[config.mk]
export PLATFORM = sky130hd
export DESIGN_NAME = dac_waveform_engine
export DESIGN_NICKNAME = d
export VERILOG_FILES = /design/src/rtl/dac_waveform_engine.sv
export SDC_FILE = /design/constraint.sdc
export NUM_CORES = 1
export LEC_CHECK = 0
export ABC_AREA = 1
export BUFFER_PORTS_ARGS = -buffer_cell sky130_fd_sc_hd__buf_2
export CAP_MARGIN = 20
export CORE_MARGIN = 5
export CORE_UTILIZATION = 45
export CTS_CLUSTER_DIAMETER = 60
export CTS_CLUSTER_SIZE = 24
export DETAILED_ROUTE_END_ITERATION = 10
export GPL_ROUTABILITY_DRIVEN = 1
export PLACE_DENSITY_LB_ADDON = 0.05
export SLEW_MARGIN = 0
export SYNTH_ARGS = -nofsm -noshare
export SYNTH_HDL_FRONTEND = slang
export SYNTH_SLANG_ARGS = --single-unit
[constraint.sdc]
create_clock -name ti_clk -period 5.6 [get_ports ti_clk]
set_input_delay 0.56 -clock ti_clk [delete_from_list [all_inputs] [get_ports ti_clk]]
set_output_delay 0.56 -clock ti_clk [all_outputs]
set_load 0.01 [all_outputs]
[src/rtl/dac_waveform_engine.sv]
// Voltammetry waveform sequencer: staircase, square-wave (SWV) and cyclic sweeps
// feeding a DAC controller's data/set inputs, with busy-aware strobe deferral.
module dac_waveform_engine #(
  parameter int DATA_WIDTH = 8,
  parameter int STEP_WIDTH = 8,
  parameter int CNT_WIDTH  = 24,
  parameter int CYC_WIDTH  = 8
) (
  input  logic                  ti_clk,
  input  logic                  rst_n,
  input  logic [DATA_WIDTH-1:0] cfg_start,
  input  logic [DATA_WIDTH-1:0] cfg_stop,
  input  logic [STEP_WIDTH-1:0] cfg_step,
  input  logic [DATA_WIDTH-1:0] cfg_amp,
  input  logic [CNT_WIDTH-1:0]  cfg_half,
  input  logic [1:0]            cfg_mode,
  input  logic [CYC_WIDTH-1:0]  cfg_cycles,
  input  logic                  start_trig,
  input  logic                  abort_trig,
  input  logic                  dac_busy,
  output logic [DATA_WIDTH-1:0] dac_data,
  output logic                  dac_set,
  output logic                  shield,
  output logic                  busy,
  output logic                  done,
  output logic                  overrun
);
  localparam int XW = DATA_WIDTH + 2;
  localparam logic signed [XW-1:0] MAX_X = {2'b00, {DATA_WIDTH{1'b1}}};

  typedef enum logic [1:0] {IDLE, RUN_HI, RUN_LO} state_e;

  function automatic logic [DATA_WIDTH-1:0] pulse_code(input logic [DATA_WIDTH-1:0] base,
                                                       input logic [DATA_WIDTH-1:0] amp,
                                                       input logic hi);
    logic signed [XW-1:0] s;
    s = hi ? ($signed({2'b00, base}) + $signed({2'b00, amp}))
           : ($signed({2'b00, base}) - $signed({2'b00, amp}));
    if (s < 0) return '0;
    else if (s > MAX_X) return '1;
    else return s[DATA_WIDTH-1:0];
  endfunction

  // Next base one step towards target; landing on or beyond target clamps to it.
  function automatic logic [DATA_WIDTH-1:0] step_next(input logic [DATA_WIDTH-1:0] base,
                                                      input logic [STEP_WIDTH-1:0] step,
                                                      input logic [DATA_WIDTH-1:0] target,
                                                      input logic up);
    logic signed [XW-1:0] s;
    logic signed [XW-1:0] t;
    t = $signed({2'b00, target});
    s = up ? ($signed({2'b00, base}) + $signed(XW'(step)))
           : ($signed({2'b00, base}) - $signed(XW'(step)));
    if (up ? (s >= t) : (s <= t)) return target;
    else return s[DATA_WIDTH-1:0];
  endfunction

  function automatic logic [CNT_WIDTH-1:0] half_m1(input logic [CNT_WIDTH-1:0] h);
    return (h == '0) ? '0 : h - 1'b1;
  endfunction

  state_e                  state_q, state_d;
  logic [CNT_WIDTH-1:0]    timer_q, timer_d, half_q, half_d;
  logic [DATA_WIDTH-1:0]   base_q, base_d, target_q, target_d, data_q, data_d;
  logic [DATA_WIDTH-1:0]   start_q, start_d, stop_q, stop_d, amp_q, amp_d;
  logic [STEP_WIDTH-1:0]   step_q, step_d;
  logic [CYC_WIDTH-1:0]    cyc_q, cyc_d;
  logic [1:0]              mode_q, mode_d;
  logic                    up_q, up_d, leg_q, leg_d;
  logic                    pend_q, pend_d, overrun_q, overrun_d, done_q, done_d;
  logic                    code_due, leg_end;
  logic [DATA_WIDTH-1:0]   new_code, nb;

  always_ff @(posedge ti_clk or negedge rst_n) begin
    if (!rst_n) begin
      state_q   <= IDLE;
      timer_q   <= '0;
      half_q    <= '0;
      base_q    <= '0;
      target_q  <= '0;
      data_q    <= '0;
      start_q   <= '0;
      stop_q    <= '0;
      amp_q     <= '0;
      step_q    <= '0;
      cyc_q     <= '0;
      mode_q    <= '0;
      up_q      <= 1'b0;
      leg_q     <= 1'b0;
      pend_q    <= 1'b0;
      overrun_q <= 1'b0;
      done_q    <= 1'b0;
    end else begin
      state_q   <= state_d;
      timer_q   <= timer_d;
      half_q    <= half_d;
      base_q    <= base_d;
      target_q  <= target_d;
      data_q    <= data_d;
      start_q   <= start_d;
      stop_q    <= stop_d;
      amp_q     <= amp_d;
      step_q    <= step_d;
      cyc_q     <= cyc_d;
      mode_q    <= mode_d;
      up_q      <= up_d;
      leg_q     <= leg_d;
      pend_q    <= pend_d;
      overrun_q <= overrun_d;
      done_q    <= done_d;
    end
  end

  always_comb begin
    state_d   = state_q;
    timer_d   = (timer_q == '0) ? '0 : timer_q - 1'b1;
    half_d    = half_q;
    base_d    = base_q;
    target_d  = target_q;
    data_d    = data_q;
    start_d   = start_q;
    stop_d    = stop_q;
    amp_d     = amp_q;
    step_d    = step_q;
    cyc_d     = cyc_q;
    mode_d    = mode_q;
    up_d      = up_q;
    leg_d     = leg_q;
    overrun_d = overrun_q;
    done_d    = 1'b0;
    pend_d    = pend_q & dac_busy;
    code_due  = 1'b0;
    new_code  = data_q;
    nb        = base_q;
    leg_end   = (base_q == target_q) || (step_q == '0);

    if (abort_trig) begin
      state_d = IDLE;
      pend_d  = 1'b0;
    end else begin
      case (state_q)
        IDLE: begin
          if (start_trig && cfg_mode != 2'd3) begin
            state_d   = RUN_HI;
            start_d   = cfg_start;
            stop_d    = cfg_stop;
            amp_d     = cfg_amp;
            step_d    = cfg_step;
            half_d    = cfg_half;
            mode_d    = cfg_mode;
            cyc_d     = (cfg_cycles == '0) ? CYC_WIDTH'(1) : cfg_cycles;
            up_d      = (cfg_stop >= cfg_start);
            leg_d     = 1'b0;
            base_d    = cfg_start;
            target_d  = cfg_stop;
            timer_d   = half_m1(cfg_half);
            overrun_d = 1'b0;
            code_due  = 1'b1;
            new_code  = (cfg_mode == 2'd1) ? pulse_code(cfg_start, cfg_amp, 1'b1) : cfg_start;
          end
        end
        RUN_HI: begin
          if (timer_q == '0) begin
            state_d = RUN_LO;
            timer_d = half_m1(half_q);
            if (mode_q == 2'd1) begin
              code_due = 1'b1;
              new_code = pulse_code(base_q, amp_q, 1'b0);
            end
          end
        end
        RUN_LO: begin
          if (timer_q == '0) begin
            // In cyclic mode a leg end flips direction; the vertex is not re-emitted.
            if (!leg_end) begin
              nb = step_next(base_q, step_q, target_q, up_q);
            end else if (mode_q == 2'd2 && !leg_q) begin
              leg_d    = 1'b1;
              up_d     = ~up_q;
              target_d = start_q;
              nb       = step_next(base_q, step_q, start_q, ~up_q);
            end else if (mode_q == 2'd2 && cyc_q > CYC_WIDTH'(1)) begin
              leg_d    = 1'b0;
              cyc_d    = cyc_q - 1'b1;
              up_d     = ~up_q;
              target_d = stop_q;
              nb       = step_next(base_q, step_q, stop_q, ~up_q);
            end
            if (leg_end && !(mode_q == 2'd2 && (!leg_q || cyc_q > CYC_WIDTH'(1)))) begin
              state_d = IDLE;
              done_d  = 1'b1;
              pend_d  = 1'b0;
            end else begin
              state_d  = RUN_HI;
              timer_d  = half_m1(half_q);
              base_d   = nb;
              code_due = 1'b1;
              new_code = (mode_q == 2'd1) ? pulse_code(nb, amp_q, 1'b1) : nb;
            end
          end
        end
        default: state_d = IDLE;
      endcase
    end

    // A code arriving while an earlier one is still blocked replaces it.
    if (code_due) begin
      data_d = new_code;
      pend_d = 1'b1;
      if (pend_q && dac_busy) overrun_d = 1'b1;
    end
  end

  assign dac_data = data_q;
  assign dac_set  = pend_q & ~dac_busy;
  assign busy     = (state_q != IDLE);
  assign shield   = (state_q != IDLE);
  assign done     = done_q;
  assign overrun  = overrun_q;
endmodule
; ---- Word-level counts from Yosys, hierarchy flattened
; Cells that the tools add are included.
[totals]
regBits = 121
in_bits = 71
[classes]
addsub = 9
bitwise_logic = 5
order_cmp = 14
n_eq_ne = 19
muxes = 93
n_reduce_logical = 25
[op_table]
columns = op, count
row1 = $mux 8, 36
row2 = $mux 24, 8
row3 = $logic_not 24->1, 3
row4 = $pmux 24 s3, 1
row5 = $sub 24x1->24 const B, 3
row6 = $pmux 8 s2, 3
row7 = $mux 1, 34
row8 = $ge 10x9->1, 3
row9 = $le 10x9->1, 3
row10 = $add 8x8->9, 3
row11 = $lt 9x1->1 const B, 3
row12 = $pmux 8 s3, 1
row13 = $mux 10, 2
row14 = $gt 9x8->1 const B, 2
row15 = $ne 2x2->1 const B, 9
row16 = $sub 8x8->9, 2
row17 = $logic_not 8->1, 2
row18 = $ne 3x3->1 const B, 4
row19 = $gt 9x9->1 const B, 1
row20 = $eq 8x8->1, 1
row21 = $ge 8x8->1, 1
row22 = $gt 8x1->1 const B, 1
row23 = $mux 2, 4
row24 = $reduce_and 8->1, 1
row25 = other kinds (18), 34

; ---- Depth between registers and ports, before layout
; Gate-level depths: netlist of run 1.
[depth]
depth_word = 19
depth_mapped = 48
mapped_depth_nobuf = 48

; ---- Least setup slack after synthesis of run 1
; No wires, ideal clock.
[synth_path]
kind = register to register
from = reg base_q[0]
to = reg data_q[4], in the netlist dac_data[4]
t_arrival_ps = 5021
path_buffers = 0
path_slack_ps = 514
stages_incl_launch_ff = 44
path_cell_list = dfrtp_1 > inv_1 > ha_1 > inv_1 > fa_1 > nand2_1 > nand2_1 > and2_1 > xor2_1 > o21ai_0 > ha_1 > nand2_1 > inv_1 > o21ai_0 > nand2_1 > nand2_1 > nand2_1 > a21oi_2 > [... 8 more ...] > nand2_2 > inv_2 > ha_1 > inv_1 > fa_1 > o21ai_0 > nand2_1 > o21ai_0 > nand2_1 > nand2_1 > a21oi_1 > nand2_1 > inv_1 > a21oi_1 > nand2_1 > nand2_1 > nand2_1 > nand2_1
[synth_via]
elab_chain_len = 19
elab_cells_between_ends = 47
classes_between = add/sub: 4 / order compare: 10 / eq/ne: 2 / mux: 28 / reduce/logical: 3
[synth_lines]
columns = element, line
row1 = "start, declared", 64  ; logic [DATA_WIDTH-1:0] base_q, base_d, target_q, target_d, data_q, data_d;
row2 = "start signal, assigned", 97  ; base_q <= base_d;
row3 = $add 8x8->9 / $sub 8x8->9 (equally long branches), "52, 53"
row4 = $mux 10, 52  ; s = up ? ($signed({2'b00, base}) + $signed(XW'(step)))
row5 = $ge 10x9->1 / $le 10x9->1 (equally long branches), 54  ; if (up ? (s >= t) : (s <= t)) return target;
row6 = $mux 1, 54
row7 = $mux 8, 54
row8 = $mux 8, 182  ; end else if (mode_q == 2'd2 && cyc_q > CYC_WIDTH'(1)) begin
row9 = $mux 8, 177  ; end else if (mode_q == 2'd2 && !leg_q) begin
row10 = $mux 8, 175  ; if (!leg_end) begin
row11 = [... 3 more ...], -
row12 = $add 8x8->9, 37  ; s = hi ? ($signed({2'b00, base}) + $signed({2'b00, amp}))
row13 = $gt 9x8->1, 40  ; else if (s > MAX_X) return '1;
row14 = $mux 8, 40
row15 = $mux 8, 39  ; if (s < 0) return '0;
row16 = $mux 8, 198  ; new_code = (mode_q == 2'd1) ? pulse_code(nb, amp_q, 1'b1) : nb;
row17 = $mux 8, 189  ; if (leg_end && !(mode_q == 2'd2 && (!leg_q || cyc_q > CYC_WIDTH'(1)))) begin
row18 = $mux 8, 173  ; if (timer_q == '0) begin
row19 = $pmux 8 s3, 141  ; case (state_q)
row20 = "end signal, assigned", 99  ; data_q <= data_d;
row21 = "end, declared", 64
; Several ways; a longest one is shown, not always the timed one. The select of a mux whose other input is x is not followed.
; A chain may end at the register's enable or synchronous reset.

; ---- Worst setup path after layout of run 1
[layout_path]
from = reg base_q[0]
to = reg data_q[7], in the netlist dac_data[7]
; Same word-level chain as after synthesis.

==> out/results.tsv, run 1 <==
stage	metric	value	unit
run_status	outcome	finished, final reports clean	
synthesis	area of the mapped netlist	0.0105	mm²
detailed_routing	WL final	34300	µm
cts	CTS Root Cell	clkbuf_16	
sta	Tcrit/Tclk final	93.1	%
grt	number of antenna violations at the first check in global routing	1	
sta	Clock Skew	15.1	ps
synthesis	warnings from Yosys	0	
die	Die H	163	µm
die	num ports	84	
placed_design	hpwl dp	26700	µm
die	Starting Density	45.2	%
detailed_routing	iteration count of the initial detailed-routing pass	5	
die	Core Region	0.0233	mm²
grt	pin count of the biggest net entering global routing	72	
die	DIE AREA	0.0265	mm²
detailed_routing	met2 WL	14400	µm
finish	layout cells sized above 1	13.4	%
grt	Global Route Usage Sum	26.0	%
synthesis	Avg Inst Size Synth	6.94	µm²
finish	Filler Cell Count	2421	
job	Max-Cap Viols	0	
cts	Skew-Pair Late Insertion Delay	430	ps
detailed_routing	wire length on met1	17300	µm
sta	final hold violation count	0	
cts	TritonCTS clock tree	done	
detailed_routing	drt drc	0	
cts	CTS clk-pin slew, worst paths	60	ps
finish	Inserted Diodes	0	
cts	clk sinks	121	
sta	Slew HR	36.2	%
grt	first-pass GRT wire length	53900	µm
placed_design	RePlAce Congestion	0.915	
detailed_routing	initial DRC count	847	
grt	vias in the first global route	9698	
cts	total CTS buffers	17	
finish	fin nets	1768	
worst_setup_path	most used cell, CP	nand2_1	
sta	Final min period	5220	ps
cts	Hold-fix buffers, CTS	0	
finish	area grow syn2layout	14.3	%
detailed_routing	Vias	10494	
worst_setup_path	required time of the critical path	5920	ps
synthesis	sequential share of the synthesized area	28.8	%
worst_setup_path	Arr. time, crit path	5540	ps
synthesis	syn_nets	1678	
sta	Final setup viols	0	
detailed_routing	Met3 Wirelength	1930	µm
die	row count	56	
grt	remaining global-route overflow	0	
synthesis	FF+latch count, synth	121	
synthesis	synth unique cells	51	
cts	# H-tree levels	4	
detailed_routing	vias per inst	5.41	
detailed_routing	wire length per cell	17.7	µm
worst_setup_path	CP max-delay cell	dfrtp_1	
sta	Fmax achieved	0.192	GHz
placed_design	count of input and output buffers	83	
sta	Hold WS	274	ps
sta	Pins Over Slew Limit	0	
sta	setup TNS	0	ps
worst_setup_path	crit-path max FO	8	
worst_setup_path	Critical Path End Type	flop	
worst_setup_path	slowest cell delay on critical path	410	ps
detailed_routing	antenna viol nets, final	0	
synthesis	Synth Instances	1516	
die	Die X	163	µm
detailed_routing	top sig layer	met5	
worst_setup_path	startpoint types	flop	
cts	Longest Clk Path Bufs	2	
min_path	hold crit path type	input pin to asynchronous set/reset pin	
sta	worst-margin pin slew	957	ps
worst_setup_path	Worst Setup Path Type	flop to flop	
## placed cells by master (no fill, tap or decap), types with 7 or more instances in the layout
master     Yosys  layout
nand2_1      355     352
inv_1        202     200
o21ai_0      161     155
dfrtp_1      121     119
nor2_1       111     110
nand3_1       84      84
ha_1          86      83
a21oi_1       84      82
buf_2          8      82
xor2_1        51      50
nand4_1       33      33
buf_4          7      32
o22ai_1       20      20
nor3_1        18      18
xnor2_1       18      18
o211ai_1      17      17
clkbuf_16      0      17
nand2_2       12      15
o21ai_1       12      13
inv_2          9      10
o21bai_1       9       9
nor4_1         7       7
## repair_timing
item	CTS	global route
buffers inserted	0	7
setup endpoints to repair	7	8
gates resized for setup	3	24
pin swaps	0	4
## path summary, 6_finish.rpt
kind	from	end	slack (ps)	cells past startpoint
min in group ti_clk	cfg_step[3]	step_q[3]	340	3
setup reg to reg	base_q[0]	dac_data[7]	380	40
hold reg to reg	dac_data[7]	dac_data[7]	480	2
setup / recovery	base_q[0]	dac_data[7]	380	40
hold / removal	rst_n	step_q[5]	270	1
max in group asynchronous	rst_n	stop_q[3]	4000	2
## metal layers
metal / global-route usage, % / up-vias
met3: 3.90 / 38
met2: 37.3 / 333
met1: 40.8 / 4929
met4: 6.48 / 2
li1: - / 5192
met5: 0 / -
## layout make-up
type / count / area (µm²) / area share, %
clock buffer: 18 / 439 / 3.65
tap: 319 / 399 / 3.32
inverter: 214 / 807 / 6.71
multi-input combinational: 1138 / 6560 / 54.6
timing repair buffer: 114 / 651 / 5.41
sequential: 121 / 3030 / 25.2
clock inverter: 14 / 138 / 1.14
## synthesized netlist by cell type, drive strengths merged
cell type / instances / area share [%]
nand2: 370 / 14
inv: 211 / 7.5
o21ai: 173 / 8.2
dfrtp: 121 / 29
nor2: 113 / 4.1
nand3: 91 / 4.8
a21oi: 87 / 4.2
ha: 86 / 10
xor2: 51 / 4.2
nand4: 36 / 2.3
clkbuf: 25 / 0.89
nor3: 23 / 1.4
o22ai: 20 / 1.2
buf: 18 / 1.2
o211ai: 18 / 1.3
xnor2: 18 / 1.5
o21bai: 9 / 0.64
nor4: 8 / 0.54
a31oi: 5 / 0.30
fa: 5 / 0.95
o31ai: 4 / 0.29
or2: 4 / 0.24
a32o: 3 / 0.29
clkinv: 3 / 0.11
o21a: 3 / 0.21
a21boi: 2 / 0.14
a211oi: 1 / 0.071
a22oi: 1 / 0.071
a31o: 1 / 0.083
and2: 1 / 0.059
nand2b: 1 / 0.059
nor4b: 1 / 0.083
o311ai: 1 / 0.083
o32ai: 1 / 0.083
or3: 1 / 0.059
## through the flow
stage	utilization, %	area [µm²]	instances	setup WS (ps)
global placement	48.6	11300	1899	103
global route	51.7	12000	1938	-17.3
finish	51.7	12000	1938	385
detailed placement	48.6	11300	1899	7.03
floorplan	-	10500	1516	514
CTS	51.1	11900	1931	12.3
## worst max-delay path: cells and delay by family (launching register included)
family | cells | cell delay [ps]
flip-flops | 1 | 410
buffers and inverters | 9 | 900
XOR/XNOR | 1 | 190
AND/OR/NAND/NOR | 16 | 1340
adder cells (fa/ha/maj) | 4 | 1010
AO/OA/AOI/OAI | 10 | 1280
## flip-flops by register name (all words and copies together), names as in the netlist, 8 cells and up
name      flops
timer_q      24
stop_q        8
amp_q         8
cyc_q         8
dac_data      8
start_q       8
step_q        8
target_q      8
half_q       24
base_q        8
## cell families after synthesis
logic type / count (synthesis) / share of synthesized area (%)
xor gates and xnor gates: 69 / 5.74
adders and majority gates: 91 / 11.2
buffers and inverters: 257 / 9.73
DFF: 121 / 28.8
AOI/OAI and AO/OA: 329 / 17.3
and+or+nand+nor: 649 / 27.3
Power of run 1 is left out: the tool's default activity adds up to more than one toggle a clock period on the data nets, which glitch-free logic cannot reach.
==> run 2: changes to the inputs <==
--- a/config.mk
+++ b/config.mk
@@ -9,12 +9,12 @@
 export BUFFER_PORTS_ARGS = -buffer_cell sky130_fd_sc_hd__buf_2
 export CAP_MARGIN = 20
 export CORE_MARGIN = 5
-export CORE_UTILIZATION = 45
+export CORE_UTILIZATION = 40
 export CTS_CLUSTER_DIAMETER = 60
 export CTS_CLUSTER_SIZE = 24
 export DETAILED_ROUTE_END_ITERATION = 10
 export GPL_ROUTABILITY_DRIVEN = 1
-export PLACE_DENSITY_LB_ADDON = 0.05
+export PLACE_DENSITY = 0.53
 export SLEW_MARGIN = 0
 export SYNTH_ARGS = -nofsm -noshare
 export SYNTH_HDL_FRONTEND = slang
==> run 2 against run 1 <==
Die area grew 12%. Via count decreased by 1.1%. Critical path depth is 3 lower. Non-clock buffer count up 6. Core utilization decreased by 4.8 points. First-iteration DRC count is 13% lower. Sequential share of layout area shrank 0.35 points. Critical endpoint unchanged. Largest cell class unchanged.
==> out/results.tsv, run 2 (same netlist as run 1, synthesis figures left out) <==
stage	metric	value	unit	change
run_status	outcome	finished, final reports clean		unchanged
worst_setup_path	slowest cell delay on critical path	520	ps	was 410 ps
finish	biggest regs	half_q (24), timer_q (24)		unchanged
cts	Skew-Pair Late Insertion Delay	440	ps	was 430 ps
worst_setup_path	Worst R2R Path Depth	37		was 40
sta	Clock Skew	16.2	ps	was 15.1 ps
grt	vias in the first global route	9982		was 9698
sta	Pins Over Slew Limit	0		unchanged
placed_design	DP Area	0.0113	mm²	about the same
job	Max-Cap Viols	0		unchanged
detailed_routing	Vias	10378		was 10494
grt	pin count of the biggest net entering global routing	80		was 72
detailed_routing	iteration count of the initial detailed-routing pass	8		was 5
placed_design	hpwl dp	27400	µm	was 26700 µm
grt	number of antenna violations at the first check in global routing	0		was 1
finish	layout cells sized above 1	14.4	%	was 13.4%
detailed_routing	wire length per cell	17.8	µm	was 17.7 µm
worst_setup_path	most used cell, CP	nand2_1		unchanged
sta	Final min period	5080	ps	was 5220 ps
die	Die H	172	µm	was 163 µm
die	DIE AREA	0.0296	mm²	was 0.0265 mm²
detailed_routing	vias per inst	5.29		was 5.41
placed_design	RePlAce Congestion	0.920		was 0.915
worst_setup_path	Arr. time, crit path	5390	ps	was 5540 ps
sta	Fmax achieved	0.197	GHz	was 0.192 GHz
finish	area grow syn2layout	15.8	%	was 14.3%
detailed_routing	antenna viol nets, final	0		unchanged
detailed_routing	WL final	34800	µm	was 34300 µm
cts	# H-tree levels	4		unchanged
cts	CTS clk-pin slew, worst paths	70	ps	was 60 ps
die	row count	59		was 56
detailed_routing	drt drc	0		unchanged
sta	Slew HR	29.0	%	was 36.2%
sta	Final setup viols	0		unchanged
grt	Global Route Usage Sum	23.6	%	was 26.0%
die	Starting Density	40.5	%	was 45.2%
cts	TritonCTS clock tree	done		unchanged
worst_setup_path	Reg-to-Reg Start	base_q[6]		was base_q[0]
worst_setup_path	startpoint types	flop		unchanged
worst_setup_path	CP startpoint	base_q[6]		was base_q[0]
sta	final hold violation count	0		unchanged
worst_setup_path	crit-path max FO	7		was 8
cts	CTS Root Cell	clkbuf_16		unchanged
grt	first-pass GRT wire length	54700	µm	was 53900 µm
sta	Tcrit/Tclk final	90.7	%	was 93.1%
min_path	hold crit path type	input pin to asynchronous set/reset pin		unchanged
finish	most common library cell in the layout ignoring fill and taps	nand2_1		unchanged
finish	commonest non-fill, non-tap cells in the layout	350 x nand2_1, 198 x inv_1, 151 x o21ai_0, 120 x dfrtp_1, 110 x nor2_1		was 352 x nand2_1, 200 x inv_1, 155 x o21ai_0, 119 x dfrtp_1, 110 x nor2_1
finish	Final Cell Area	0.0122	mm²	was 0.0120 mm²
finish	Inserted Diodes	0		unchanged
worst_setup_path	Worst Setup Path Type	flop to flop		unchanged
worst_setup_path	Critical Path End Type	flop		unchanged
worst_setup_path	CP max-delay cell	dfrtp_1		unchanged
die	Core Region	0.0260	mm²	was 0.0233 mm²
cts	clk sinks	121		unchanged
worst_setup_path	required time of the critical path	5920	ps	about the same
sta	worst-margin pin slew	1060	ps	was 957 ps
finish	fin nets	1775		was 1768
cts	Hold-fix buffers, CTS	0		unchanged
placed_design	count of input and output buffers	83		unchanged
die	Die X	172	µm	was 163 µm
cts	Longest Clk Path Bufs	2		unchanged
worst_setup_path	Critical R2R Capture	dac_data[7]		unchanged
cts	total CTS buffers	17		unchanged
worst_setup_path	reg2reg setup slack	520	ps	was 380 ps
detailed_routing	initial DRC count	741		was 847
grt	remaining global-route overflow	0		unchanged
die	num ports	84		unchanged
-- run 2: cell types whose count changed in the layout (fill, tap and decap cells not counted), moves of 3 or more --
| cell | delta |
|---|---|
| a21oi_1 | -4 |
| a21oi_2 | +4 |
| buf_4 | +4 |
| clkinv_4 | -3 |
| clkinvlp_4 | +4 |
| inv_2 | +3 |
| o21ai_0 | -4 |
| o21ai_1 | +5 |
-- run 2: cell type report --
cell class / instances / area [µm²]
fill: 2650 / 13800
multi-input combinational: 1138 / 6600
sequential: 121 / 3030
inverter: 214 / 807
timing repair buffer: 120 / 704
clock buffer: 18 / 439
tap: 335 / 419
clock inverter: 14 / 186
timing repair inverter: 1 / 7.51
-- run 2: repair_timing --
item	4_1_cts	5_1_grt
buffers inserted	0	11
endpoints found under the hold margin	0	0
setup endpoints to repair	0	8
resized for setup	0	43
-- run 2: per-stage QoR --
stage | instances | hold WS [ps] | setup WS (ps) | TNS [ps] | util (%)
4_1_cts | 1949 | 217 | 44.7 | 0 | 46.1
5_1_grt | 1961 | 238 | -8.65 | -8.65 | 46.9
3_5_place_dp | 1917 | 472 | 54.6 | 0 | 43.7
6_report | 1961 | 165 | 521 | 0 | 46.9
2_1_floorplan | 1516 | 264 | 514 | 0 | -
3_3_place_gp | 1917 | 465 | 197 | 0 | 43.7
-- run 2: worst max-delay path by stage --
stage,to,slack (ps),cells past startpoint
global route,dac_data[7],-9,41
finish,dac_data[7],520,37
detailed placement,dac_data[4],50,41
floorplan,dac_data[4],510,43
CTS,dac_data[4],40,41
global placement,dac_data[1],200,39
-- run 2: per-layer routing --
metal / GRT usage [%] / up-vias / wire [µm]
met3: 3.64 / 60 / 2350
met5: 0 / - / 0
met2: 34.2 / 329 / 14600
li1: - / 5204 / -
met1: 35.7 / 4785 / 16900
met4: 8.13 / 0 / 1000
-- run 2: worst max-delay path: cells and delay by family, from the launching register on --
family / cells / cell delay, ps
buffers and inverters: 6 / 480
flip-flops: 1 / 520
AO/OA/AOI/OAI: 9 / 1190
adder cells (fa/ha/maj): 3 / 1040
AND/OR/NAND/NOR: 19 / 1720
Power of run 2 is left out for the same reason.
